### src/rtl/dmem_arbiter.sv
// dmem_arbiter: two-requester arbiter in front of a single-port data BRAM.
// Issues at most one registered access per cycle. A fixed-latency tag pipe
// returns read data only to the requester that issued the read.
// Optional build macro DMEM_ARB_FIXED_PRIO_EN: m0 wins every contention and
// the round-robin last_grant state is removed. If the macro is undefined,
// contention is resolved round-robin.
module dmem_arbiter #(
  parameter int ADDR_W = 17,
  parameter int DATA_W = 32,
  parameter int RD_LAT = 2
) (
  input  logic              clk,
  input  logic              rst,
  input  logic              m0_req,
  input  logic              m0_we,
  input  logic [ADDR_W-1:0] m0_addr,
  input  logic [DATA_W-1:0] m0_wdata,
  output logic              m0_ready,
  output logic              m0_rvalid,
  output logic [DATA_W-1:0] m0_rdata,
  input  logic              m1_req,
  input  logic              m1_we,
  input  logic [ADDR_W-1:0] m1_addr,
  input  logic [DATA_W-1:0] m1_wdata,
  output logic              m1_ready,
  output logic              m1_rvalid,
  output logic [DATA_W-1:0] m1_rdata,
  output logic [ADDR_W-1:0] d_addr,
  output logic [DATA_W-1:0] d_wdata,
  output logic              d_en,
  output logic              d_we,
  input  logic [DATA_W-1:0] d_rdata
);
  // One tag per cycle between issue and the cycle in which d_rdata is valid.
  localparam int TAGS = RD_LAT + 1;

  logic              grant0;
  logic              grant1;
  logic              grant_any;
  logic              win_we;
  logic [ADDR_W-1:0] win_addr;
  logic [DATA_W-1:0] win_wdata;

  logic [ADDR_W-1:0] d_addr_q, d_addr_d;
  logic [DATA_W-1:0] d_wdata_q, d_wdata_d;
  logic              d_en_q, d_en_d;
  logic              d_we_q, d_we_d;

  logic [TAGS-1:0]   tag_vld_q, tag_vld_d;
  logic [TAGS-1:0]   tag_id_q, tag_id_d;

  logic              m0_rvalid_q, m0_rvalid_d;
  logic              m1_rvalid_q, m1_rvalid_d;
  logic [DATA_W-1:0] m0_rdata_q, m0_rdata_d;
  logic [DATA_W-1:0] m1_rdata_q, m1_rdata_d;

`ifndef DMEM_ARB_FIXED_PRIO_EN
  // last_grant_q = 1 means m1 was granted most recently.
  logic last_grant_q, last_grant_d;

  // Remember the most recent winner. The value holds when there is no grant.
  always_comb begin
    last_grant_d = last_grant_q;
    if (grant1) begin
      last_grant_d = 1'b1;
    end else if (grant0) begin
      last_grant_d = 1'b0;
    end
  end

  // Round-robin state register. Reset favours m0 at the first contention.
  always_ff @(posedge clk) begin
    if (rst) begin
      last_grant_q <= 1'b1;
    end else begin
      last_grant_q <= last_grant_d;
    end
  end
`endif

  // Grant decision. No requester is accepted while reset is asserted.
  always_comb begin
    grant0 = 1'b0;
    grant1 = 1'b0;
    if (!rst) begin
`ifdef DMEM_ARB_FIXED_PRIO_EN
      grant0 = m0_req;
      grant1 = m1_req & ~m0_req;
`else
      grant0 = m0_req & (~m1_req | last_grant_q);
      grant1 = m1_req & (~m0_req | ~last_grant_q);
`endif
    end
  end

  assign grant_any = grant0 | grant1;
  assign m0_ready  = grant0;
  assign m1_ready  = grant1;
  assign win_we    = grant1 ? m1_we    : m0_we;
  assign win_addr  = grant1 ? m1_addr  : m0_addr;
  assign win_wdata = grant1 ? m1_wdata : m0_wdata;

  // Next BRAM command. Address and data hold when the port is idle.
  always_comb begin
    d_addr_d  = d_addr_q;
    d_wdata_d = d_wdata_q;
    d_en_d    = grant_any;
    d_we_d    = grant_any & win_we;
    if (grant_any) begin
      d_addr_d  = win_addr;
      d_wdata_d = win_wdata;
    end
  end

  // Stage 0 records a read and its issuer. Later stages shift every cycle.
  assign tag_vld_d[0] = grant_any & ~win_we;
  assign tag_id_d[0]  = grant1;
  for (genvar gi = 1; gi < TAGS; gi++) begin : g_tag_shift
    assign tag_vld_d[gi] = tag_vld_q[gi-1];
    assign tag_id_d[gi]  = tag_id_q[gi-1];
  end

  // Route d_rdata to the issuer when the last tag stage lines up with it.
  always_comb begin
    m0_rvalid_d = tag_vld_q[TAGS-1] & ~tag_id_q[TAGS-1];
    m1_rvalid_d = tag_vld_q[TAGS-1] & tag_id_q[TAGS-1];
    m0_rdata_d  = m0_rvalid_d ? d_rdata : m0_rdata_q;
    m1_rdata_d  = m1_rvalid_d ? d_rdata : m1_rdata_q;
  end

  // Register the BRAM command, the tag pipe and the read responses.
  // Reset drops every in-flight read.
  always_ff @(posedge clk) begin
    if (rst) begin
      d_addr_q    <= '0;
      d_wdata_q   <= '0;
      d_en_q      <= 1'b0;
      d_we_q      <= 1'b0;
      tag_vld_q   <= '0;
      tag_id_q    <= '0;
      m0_rvalid_q <= 1'b0;
      m1_rvalid_q <= 1'b0;
      m0_rdata_q  <= '0;
      m1_rdata_q  <= '0;
    end else begin
      d_addr_q    <= d_addr_d;
      d_wdata_q   <= d_wdata_d;
      d_en_q      <= d_en_d;
      d_we_q      <= d_we_d;
      tag_vld_q   <= tag_vld_d;
      tag_id_q    <= tag_id_d;
      m0_rvalid_q <= m0_rvalid_d;
      m1_rvalid_q <= m1_rvalid_d;
      m0_rdata_q  <= m0_rdata_d;
      m1_rdata_q  <= m1_rdata_d;
    end
  end

  assign d_addr    = d_addr_q;
  assign d_wdata   = d_wdata_q;
  assign d_en      = d_en_q;
  assign d_we      = d_we_q;
  assign m0_rvalid = m0_rvalid_q;
  assign m1_rvalid = m1_rvalid_q;
  assign m0_rdata  = m0_rdata_q;
  assign m1_rdata  = m1_rdata_q;

endmodule

### config.mk
export PLATFORM = sky130hd
export DESIGN_NAME = dmem_arbiter
export DESIGN_NICKNAME = d
export VERILOG_FILES = /design/src/rtl/dmem_arbiter.sv
export SDC_FILE = /design/constraint.sdc
export NUM_CORES = 1
export LEC_CHECK = 0
export ABC_CLOCK_PERIOD_IN_PS = 2000
export CORE_UTILIZATION = 41
export DETAILED_ROUTE_END_ITERATION = 6
export HOLD_SLACK_MARGIN = 0.03
export PLACE_DENSITY = 0.93
export SLEW_MARGIN = 20
export SYNTH_ARGS = -nofsm -noshare
export SYNTH_HDL_FRONTEND = slang
export SYNTH_SLANG_ARGS = --single-unit
export TNS_END_PERCENT = 5
### constraint.sdc
create_clock -name clk -period 2 [get_ports clk]
set_input_delay 0.2 -clock clk [delete_from_list [all_inputs] [get_ports clk]]
set_output_delay 0.2 -clock clk [all_outputs]
set_load 0.03 [all_outputs]
==> results of run 1 <==
-- worst max-delay path: stages, from the launching register on --
cell and delay (ns):
dfxtp_1 0.36, inv_2 0.05, a21oi_1 0.22, and2_1 0.16, dlygate4sd2_1 0.41
-- cell type report --
type / count / area, µm² / share of cell area (%)
Inverter: 53 / 199 / 2.45
Tap cell: 143 / 179 / 2.21
Multi-Input combinational cell: 313 / 1870 / 23.1
Sequential cell: 124 / 2480 / 30.6
Clock buffer: 18 / 439 / 5.42
Clock inverter: 14 / 218 / 2.69
Timing Repair Buffer: 269 / 2720 / 33.5
-- power by group through the flow --
stage                     registers (µW)  clock network, µW  logic [µW]
after floorplan                     2870                  0         257
after global placement              2690                  0         980
after detailed placement            2680                  0         997
after CTS                           2640               3430        1010
after global routing                2650               3550        1060
final                               2640               3380        1010
-- final timing paths --
path                              startpoint           end  slack [ns]  cells after the start
worst min-delay path                     rst  last_grant_q        0.08                      3
worst max-delay path            last_grant_q      m0_ready        0.21                      4
worst min register to register   tag_id_q[0]   tag_id_q[1]        0.44                      1
worst max register to register  last_grant_q   d_wdata[25]        0.34                      4
-- flip-flops by register name (all words and copies together) (netlist names) --
name,count
d_addr,17
d_en,1
d_wdata,32
d_we,1
last_grant_q,1
m0_rdata,32
m0_rvalid,1
m1_rdata,32
m1_rvalid,1
tag_id_q,3
tag_vld_q,3
-- cells by family (layout without fill, tap and decap cells) --
family          Yosys count  count (layout)  synth area share [%]
compound gates          166             166                  26.3
simple gates            147             147                  12.4
flops                   124             124                  51.6
buf+inv                 109             354                  9.65
-- repair_timing --
item                                   in CTS  in global routing
resized for setup                           1                  0
endpoints found under the hold margin       0                  0
hold buffers                                0                  0
setup endpoints to repair                   1                  0
-- metrics by stage --
| step | worst slack [ns] | instances | hold WS (ns) | area [µm²] |
|---|---|---|---|---|
| global route | 0.109 | 934 | 0.122 | 8110 |
| CTS | 0.198 | 934 | 0.0588 | 8110 |
| global placement | 0.227 | 902 | 0.420 | 7450 |
| detailed placement | 0.139 | 902 | 0.425 | 7450 |
| floorplan | 0.697 | 546 | 0.300 | 4810 |
| finish | 0.205 | 934 | 0.0838 | 8110 |
-- cell usage after synthesis, drive strengths merged --
master	n	area (µm²)
a21oi	65	325
and4	1	8.76
inv	52	195
dfxtp	124	2480
buf	19	126
nor3	1	10.0
clkbuf	37	139
nor2b	5	31.3
nand2	130	490
nor4	1	6.26
o21ai	1	5.00
and2	2	12.5
o21a	1	7.51
and3	2	17.5
a2111oi	49	429
nand2b	1	6.26
a221o	49	490
clkinv	1	3.75
a31oi	1	6.26
nor2	4	15.0
-- per-layer routing --
metal | global-route usage, % | vias up | wire (µm)
li1 | - | 2400 | -
met1 | 27.0 | 2390 | 5940
met2 | 46.0 | 242 | 8140
met3 | 9.76 | 33 | 1420
met4 | 10.2 | 0 | 410
met5 | 0 | - | 0
==> impl_results.html, run 1 <==
<table>
<tr><th>Metric</th><th>Value</th></tr>
<tr><th colspan="2">Status</th></tr>
<tr><td>Outcome</td><td>finished clean</td></tr>
<tr><th colspan="2">Synthesis</th></tr>
<tr><td>Syn Inst Count</td><td>546</td></tr>
<tr><td>Post-Syn Area</td><td>4810 µm²</td></tr>
<tr><td>Unique cell type count in the Yosys netlist</td><td>25</td></tr>
<tr><td>Net count of the mapped netlist</td><td>682</td></tr>
<tr><td>Yosys warnings</td><td>0</td></tr>
<tr><td>Post-Syn Area per Cell</td><td>8.81 µm²</td></tr>
<tr><td>Fraction of the yosys area taken by sequential cells</td><td>51.6%</td></tr>
<tr><td>Flops &amp; latches, synth</td><td>124</td></tr>
<tr><th colspan="2">Timing</th></tr>
<tr><td>Setup violators final</td><td>0</td></tr>
<tr><td>Unrepaired setup endpoints after global routing</td><td>false</td></tr>
<tr><td>Final Skew</td><td>0.00634 ns</td></tr>
<tr><td>Period Utilization, post-route</td><td>89.7%</td></tr>
<tr><td>Number of hold violations in the final report</td><td>0</td></tr>
<tr><td>Minimum clock period</td><td>1.79 ns</td></tr>
<tr><td>Slew Limit Fails</td><td>0</td></tr>
<tr><td>Worst-case headroom to the max-slew limit</td><td>52.0%</td></tr>
<tr><td>Fmax</td><td>0.557 GHz</td></tr>
<tr><td>Slew at the pin closest to its max-slew limit</td><td>0.701 ns</td></tr>
<tr><td>Setup Total Neg Slack</td><td>0 ns</td></tr>
<tr><th colspan="2">Route</th></tr>
<tr><td>Routed wirelength normalized by instance count</td><td>17.0 µm</td></tr>
<tr><td>Router iterations before antenna repair</td><td>5</td></tr>
<tr><td>Post-DR vias/cell</td><td>5.42</td></tr>
<tr><td>Detailed router's first-iteration violation count</td><td>298</td></tr>
<tr><td>Number of DRC violations after detailed routing</td><td>0</td></tr>
<tr><td>Number of nets with antenna violations after detailed routing</td><td>0</td></tr>
<tr><td>Sum of routed wire length over all layers</td><td>15.9 mm</td></tr>
<tr><td>Detailed-route via count</td><td>5065</td></tr>
<tr><th colspan="2">Clocking</th></tr>
<tr><td>CTS HTree Levels</td><td>4</td></tr>
<tr><td>Count of buffers added by post-CTS timing repair for setup</td><td>0</td></tr>
<tr><td>Bufs on Longest Clock Path</td><td>2</td></tr>
<tr><td>Total number of clock tree sinks</td><td>124</td></tr>
<tr><td>Number of CTS-inserted buffers</td><td>17</td></tr>
<tr><td>Clock latency on the worst-skew pair</td><td>0.40 ns</td></tr>
<tr><td>Buffer type at the clock tree root</td><td>clkbuf_16</td></tr>
<tr><td>Clock transition at the registers of the reported paths</td><td>0.06 ns</td></tr>
<tr><td>Clock tree from TritonCTS</td><td>yes</td></tr>
<tr><th colspan="2">Die</th></tr>
<tr><td>Die outline height</td><td>110 µm</td></tr>
<tr><td>DIE AREA</td><td>12200 µm²</td></tr>
<tr><td>Chip Width</td><td>110 µm</td></tr>
<tr><td>Initial core utilization</td><td>42.1%</td></tr>
<tr><td>Area inside the core boundary</td><td>11400 µm²</td></tr>
<tr><td>Placement row count</td><td>39</td></tr>
<tr><td>I/O pin count</td><td>255</td></tr>
<tr><th colspan="2">Worst setup path</th></tr>
<tr><td>Critical path required time</td><td>1.80 ns</td></tr>
<tr><td>Arrival time worst endpoint</td><td>1.59 ns</td></tr>
<tr><td>Critical-path maximum fanout</td><td>2</td></tr>
<tr><td>CP startpoint kind</td><td>flop</td></tr>
<tr><td>Critical path type</td><td>reg2out</td></tr>
<tr><td>Capturing element type of the critical path</td><td>output pin</td></tr>
<tr><th colspan="2">Pwr</th></tr>
<tr><td>Sequential Power Share</td><td>37.6%</td></tr>
<tr><td>Cell Int Power</td><td>5340 µW</td></tr>
<tr><td>Psw</td><td>1690 µW</td></tr>
<tr><td>Total power per unit cell area</td><td>866 nW/µm²</td></tr>
<tr><td>Worst supply voltage drop on vdd</td><td>0.647 mV</td></tr>
<tr><td>Switching share of power</td><td>24.0%</td></tr>
<tr><td>Relative contribution of the clock network to total power</td><td>48.1%</td></tr>
<tr><td>Pleak</td><td>0.00303 µW</td></tr>
<tr><td>Total power after layout</td><td>7020 µW</td></tr>
<tr><td>Share of total power in combinational logic</td><td>14.3%</td></tr>
<tr><th colspan="2">Cells and area</th></tr>
<tr><td>Post-layout nets</td><td>914</td></tr>
<tr><td>Most common library cell in the layout ignoring fill and taps</td><td>clkdlybuf4s50_1</td></tr>
<tr><td>Area growth from synthesis to final layout</td><td>68.6%</td></tr>
<tr><td>Commonest cells after routing, fill and taps aside</td><td>250 x clkdlybuf4s50_1, 129 x nand2_1, 124 x dfxtp_1</td></tr>
<tr><td>Share of final-layout standard cells stronger than drive strength 1</td><td>7.08%</td></tr>
<tr><td>Diodes inserted</td><td>0</td></tr>
<tr><td>Post-layout utilization of the core</td><td>71.0%</td></tr>
<tr><td>Fill count</td><td>825</td></tr>
<tr><th colspan="2">Placement</th></tr>
<tr><td>Routability cong.</td><td>0.774</td></tr>
<tr><td>Post-DP HPWL</td><td>10.8 mm</td></tr>
<tr><td>Number of I/O port buffers</td><td>254</td></tr>
<tr><th colspan="2">Global route</th></tr>
<tr><td>Global-route wire length before repair</td><td>23.8 mm</td></tr>
<tr><td>Aggregate global routing overflow</td><td>0</td></tr>
<tr><td>Overall global routing resource usage</td><td>25.7%</td></tr>
<tr><td>Maximum number of pins on one net before global-route repair</td><td>70</td></tr>
<tr><td>Number of antenna violations at the first check in global routing</td><td>0</td></tr>
<tr><td>Number of global-route vias before repair</td><td>4858</td></tr>
<tr><th colspan="2">Hold path</th></tr>
<tr><td>Type of the tightest min-delay check</td><td>in2reg</td></tr>
<tr><th colspan="2">Job</th></tr>
<tr><td>Total of max-cap violations</td><td>0</td></tr>
</table>
(Power assumes the default switching activity.)
==> run 2, diff against run 1 <==
--- a/config.mk
+++ b/config.mk
@@ -9,7 +9,8 @@
 export CORE_UTILIZATION = 41
 export DETAILED_ROUTE_END_ITERATION = 6
 export HOLD_SLACK_MARGIN = 0.03
-export PLACE_DENSITY = 0.93
+export MAX_ROUTING_LAYER = met4
+export PLACE_DENSITY_LB_ADDON = 0.05
 export SLEW_MARGIN = 20
 export SYNTH_ARGS = -nofsm -noshare
 export SYNTH_HDL_FRONTEND = slang
==> impl_results.html, run 2 (synthesized netlist as in run 1, its figures left out) <==
<table>
<tr><th>Metric</th><th>Value</th></tr>
<tr><th colspan="2">Pwr</th></tr>
<tr><td>Share of total power in combinational logic</td><td>15.6% (+1.3 points)</td></tr>
<tr><td>Worst supply voltage drop on vdd</td><td>0.605 mV (-6.4%)</td></tr>
<tr><td>Total power per unit cell area</td><td>798 nW/µm² (-7.9%)</td></tr>
<tr><td>Sequential Power Share</td><td>41.6% (+4.0 points)</td></tr>
<tr><td>Switching share of power</td><td>25.2% (+1.2 points)</td></tr>
<tr><td>Pleak</td><td>0.00296 µW (-2.3%)</td></tr>
<tr><td>Cell Int Power</td><td>4750 µW (-11%)</td></tr>
<tr><td>Relative contribution of the clock network to total power</td><td>42.8% (-5.3 points)</td></tr>
<tr><td>Psw</td><td>1600 µW (-5.0%)</td></tr>
<tr><th colspan="2">Worst setup path</th></tr>
<tr><td>Start of the worst register-to-register path</td><td>last_grant_q</td></tr>
<tr><td>Number of cells traversed by the worst register-to-register path</td><td>4 (unchanged)</td></tr>
<tr><td>Critical-path maximum fanout</td><td>39 (+37)</td></tr>
<tr><td>Origin of the worst setup path</td><td>last_grant_q</td></tr>
<tr><td>Critical path's largest stage delay</td><td>0.44 ns (+0.03 ns)</td></tr>
<tr><td>Reg2Reg Setup Slack</td><td>0.43 ns (+0.09 ns)</td></tr>
<tr><td>Critical path required time</td><td>1.80 ns (about the same)</td></tr>
<tr><td>Library cell contributing the largest single delay on the critical path</td><td>inv_2</td></tr>
<tr><td>Critical path type</td><td>reg2out</td></tr>
<tr><td>Cell chain of the critical path</td><td>inv_2, a21oi_1, and2_1, buf_4</td></tr>
<tr><td>CP startpoint kind</td><td>flop</td></tr>
<tr><td>Arrival time worst endpoint</td><td>1.69 ns (+0.10 ns)</td></tr>
<tr><td>Capturing element type of the critical path</td><td>output pin</td></tr>
<tr><td>CP Capture Point</td><td>m0_ready</td></tr>
<tr><td>Reg2Reg Capture Point</td><td>d_addr[7]</td></tr>
<tr><th colspan="2">Placement</th></tr>
<tr><td>Number of I/O port buffers</td><td>254 (unchanged)</td></tr>
<tr><td>Routability cong.</td><td>0.872 (+13%)</td></tr>
<tr><td>Post-DP HPWL</td><td>10.4 mm (-4.3%)</td></tr>
<tr><th colspan="2">Clocking</th></tr>
<tr><td>CTS HTree Levels</td><td>4 (unchanged)</td></tr>
<tr><td>Resized cells post-CTS</td><td>0 (-1)</td></tr>
<tr><td>Clock transition at the registers of the reported paths</td><td>0.05 ns (about the same)</td></tr>
<tr><td>Bufs on Longest Clock Path</td><td>2 (unchanged)</td></tr>
<tr><td>Clock latency on the worst-skew pair</td><td>0.40 ns (about the same)</td></tr>
<tr><td>Number of CTS-inserted buffers</td><td>17 (unchanged)</td></tr>
<tr><td>Total number of clock tree sinks</td><td>124 (unchanged)</td></tr>
<tr><td>Buffer type at the clock tree root</td><td>clkbuf_16</td></tr>
<tr><td>Hold-fix buffers at CTS</td><td>0 (unchanged)</td></tr>
<tr><td>Count of buffers added by post-CTS timing repair for setup</td><td>0 (unchanged)</td></tr>
<tr><td>Clock tree from TritonCTS</td><td>yes</td></tr>
<tr><th colspan="2">Cells and area</th></tr>
<tr><td>Post-layout nets</td><td>914 (unchanged)</td></tr>
<tr><td>Post-layout utilization of the core</td><td>69.8% (-1.2 points)</td></tr>
<tr><td>Commonest cells after routing, fill and taps aside</td><td>251 x clkdlybuf4s50_1, 129 x nand2_1, 124 x dfxtp_1</td></tr>
<tr><td>Area growth from synthesis to final layout</td><td>65.7%</td></tr>
<tr><td>Share of final-layout standard cells stronger than drive strength 1</td><td>6.95% (-0.13 points)</td></tr>
<tr><td>Most common library cell in the layout ignoring fill and taps</td><td>clkdlybuf4s50_1</td></tr>
<tr><td>Fill count</td><td>933 (+13%)</td></tr>
<tr><td>Area of the multi-input gates</td><td>1870 µm² (unchanged)</td></tr>
<tr><td>Diodes inserted</td><td>0 (unchanged)</td></tr>
<tr><td>Sequential cell area</td><td>2480 µm² (unchanged)</td></tr>
<tr><th colspan="2">Route</th></tr>
<tr><td>Router iterations before antenna repair</td><td>4 (-1)</td></tr>
<tr><td>Post-DR vias/cell</td><td>5.30 (-2.2%)</td></tr>
<tr><td>Detailed router's first-iteration violation count</td><td>338 (+13%)</td></tr>
<tr><td>Number of DRC violations after detailed routing</td><td>0 (unchanged)</td></tr>
<tr><td>Number of nets with antenna violations after detailed routing</td><td>0 (unchanged)</td></tr>
<tr><td>Routed wirelength normalized by instance count</td><td>16.0 µm (-6.0%)</td></tr>
<tr><td>Detailed-route via count</td><td>4952 (-2.2%)</td></tr>
<tr><td>Sum of routed wire length over all layers</td><td>14.9 mm (-6.0%)</td></tr>
<tr><th colspan="2">Die</th></tr>
<tr><td>Chip Width</td><td>110 µm (unchanged)</td></tr>
<tr><td>Area inside the core boundary</td><td>11400 µm² (unchanged)</td></tr>
<tr><td>Placement row count</td><td>39 (unchanged)</td></tr>
<tr><td>DIE AREA</td><td>12200 µm² (unchanged)</td></tr>
<tr><td>Initial core utilization</td><td>42.1% (unchanged)</td></tr>
<tr><td>Die outline height</td><td>110 µm (unchanged)</td></tr>
<tr><td>I/O pin count</td><td>255 (unchanged)</td></tr>
<tr><th colspan="2">Timing</th></tr>
<tr><td>Setup Total Neg Slack</td><td>0 ns (unchanged)</td></tr>
<tr><td>Final Skew</td><td>0.00576 ns (-0.000581 ns)</td></tr>
<tr><td>Worst-case headroom to the max-slew limit</td><td>60.6% (+8.5 points)</td></tr>
<tr><td>Minimum clock period</td><td>1.89 ns (+0.0912 ns)</td></tr>
<tr><td>Slew Limit Fails</td><td>0 (unchanged)</td></tr>
<tr><td>Period Utilization, post-route</td><td>94.3% (+4.6 points)</td></tr>
<tr><td>Slew at the pin closest to its max-slew limit</td><td>0.591 ns (-0.111 ns)</td></tr>
<tr><td>Number of hold violations in the final report</td><td>0 (unchanged)</td></tr>
<tr><td>Setup violators final</td><td>0 (unchanged)</td></tr>
<tr><td>Unrepaired setup endpoints after global routing</td><td>false</td></tr>
<tr><td>Fmax</td><td>0.530 GHz (-4.8%)</td></tr>
<tr><th colspan="2">Global route</th></tr>
<tr><td>Maximum number of pins on one net before global-route repair</td><td>91 (+30%)</td></tr>
<tr><td>Global-route wire length before repair</td><td>22.4 mm (-5.8%)</td></tr>
<tr><td>Number of global-route vias before repair</td><td>4800 (-1.2%)</td></tr>
<tr><td>Overall global routing resource usage</td><td>24.7% (-1.0 points)</td></tr>
<tr><td>Number of antenna violations at the first check in global routing</td><td>0 (unchanged)</td></tr>
<tr><td>Aggregate global routing overflow</td><td>0 (unchanged)</td></tr>
<tr><th colspan="2">Status</th></tr>
<tr><td>Outcome</td><td>finished clean</td></tr>
<tr><th colspan="2">Job</th></tr>
<tr><td>Total of max-cap violations</td><td>0 (unchanged)</td></tr>
<tr><th colspan="2">Hold path</th></tr>
<tr><td>Type of the tightest min-delay check</td><td>in2reg</td></tr>
</table>
==> run 2: cell count changes in the layout (fill, tap and decap cells not counted), moves of 2 or more <==
cell	previous run	this run
buf_12	6	4
buf_4	11	14
bufinv_16	5	0
clkbuf_8	1	3
clkinv_2	2	5
clkinv_4	3	0
clkinvlp_4	3	6
==> run 2: cell type report <==
type | instances | area share (%)
sequential | 124 | 31.2
multi-input combinational | 313 | 23.5
clock buffer | 21 | 5.90
timing repair buffer | 269 | 33.9
tap | 143 | 2.25
inverter | 53 | 2.50
clock inverter | 11 | 0.879
==> run 2: how the worst min path moves through the flow <==
stage / from / endpoint / slack, ns / depth (start not counted)
floorplan: m0_req / last_grant_q / 0.30 / 1
global placement: tag_vld_q[0] / tag_vld_q[1] / 0.42 / 1
detailed placement: tag_vld_q[1] / tag_vld_q[2] / 0.43 / 1
CTS: rst / last_grant_q / 0.32 / 3
global route: rst / last_grant_q / 0.36 / 3
finish: rst / last_grant_q / 0.33 / 3
==> run 2: per-layer routing <==
metal	global-route usage (%)	routed length (µm)
met1	26.4	5880
met5	-	0
met2	42.8	7620
met4	9.87	337
met3	7.29	1110
==> run 2: per-stage QoR <==
| stage | hold slack (ns) | cell area (µm²) | setup slack (ns) | instances | total power (µW) |
|---|---|---|---|---|---|
| 2_1_floorplan | 0.300 | 4810 | 0.697 | 546 | 3130 |
| 3_3_place_gp | 0.420 | 7430 | 0.134 | 902 | 3670 |
| 5_1_grt | 0.359 | 7970 | 0.0319 | 934 | 6600 |
| 4_1_cts | 0.316 | 7970 | 0.112 | 934 | 6400 |
| 6_report | 0.328 | 7970 | 0.114 | 934 | 6360 |
| 3_5_place_dp | 0.429 | 7430 | 0.124 | 902 | 3680 |
==> run 2: power by group through the flow <==
stage	sequential, µW	clock [µW]	combinational [µW]
5_1_grt	2650	2900	1050
2_1_floorplan	2870	0	257
6_report	2640	2720	994
3_5_place_dp	2690	0	993
3_3_place_gp	2690	0	978
4_1_cts	2640	2770	995
==> run 2: worst max-delay path: cells and delay by family, from the launching register on <==
kind,cells,cell delay (ns)
AO/OA/AOI/OAI,1,0.14
buffers and inverters,2,0.61
flip-flops,1,0.32
AND/OR/NAND/NOR,1,0.21
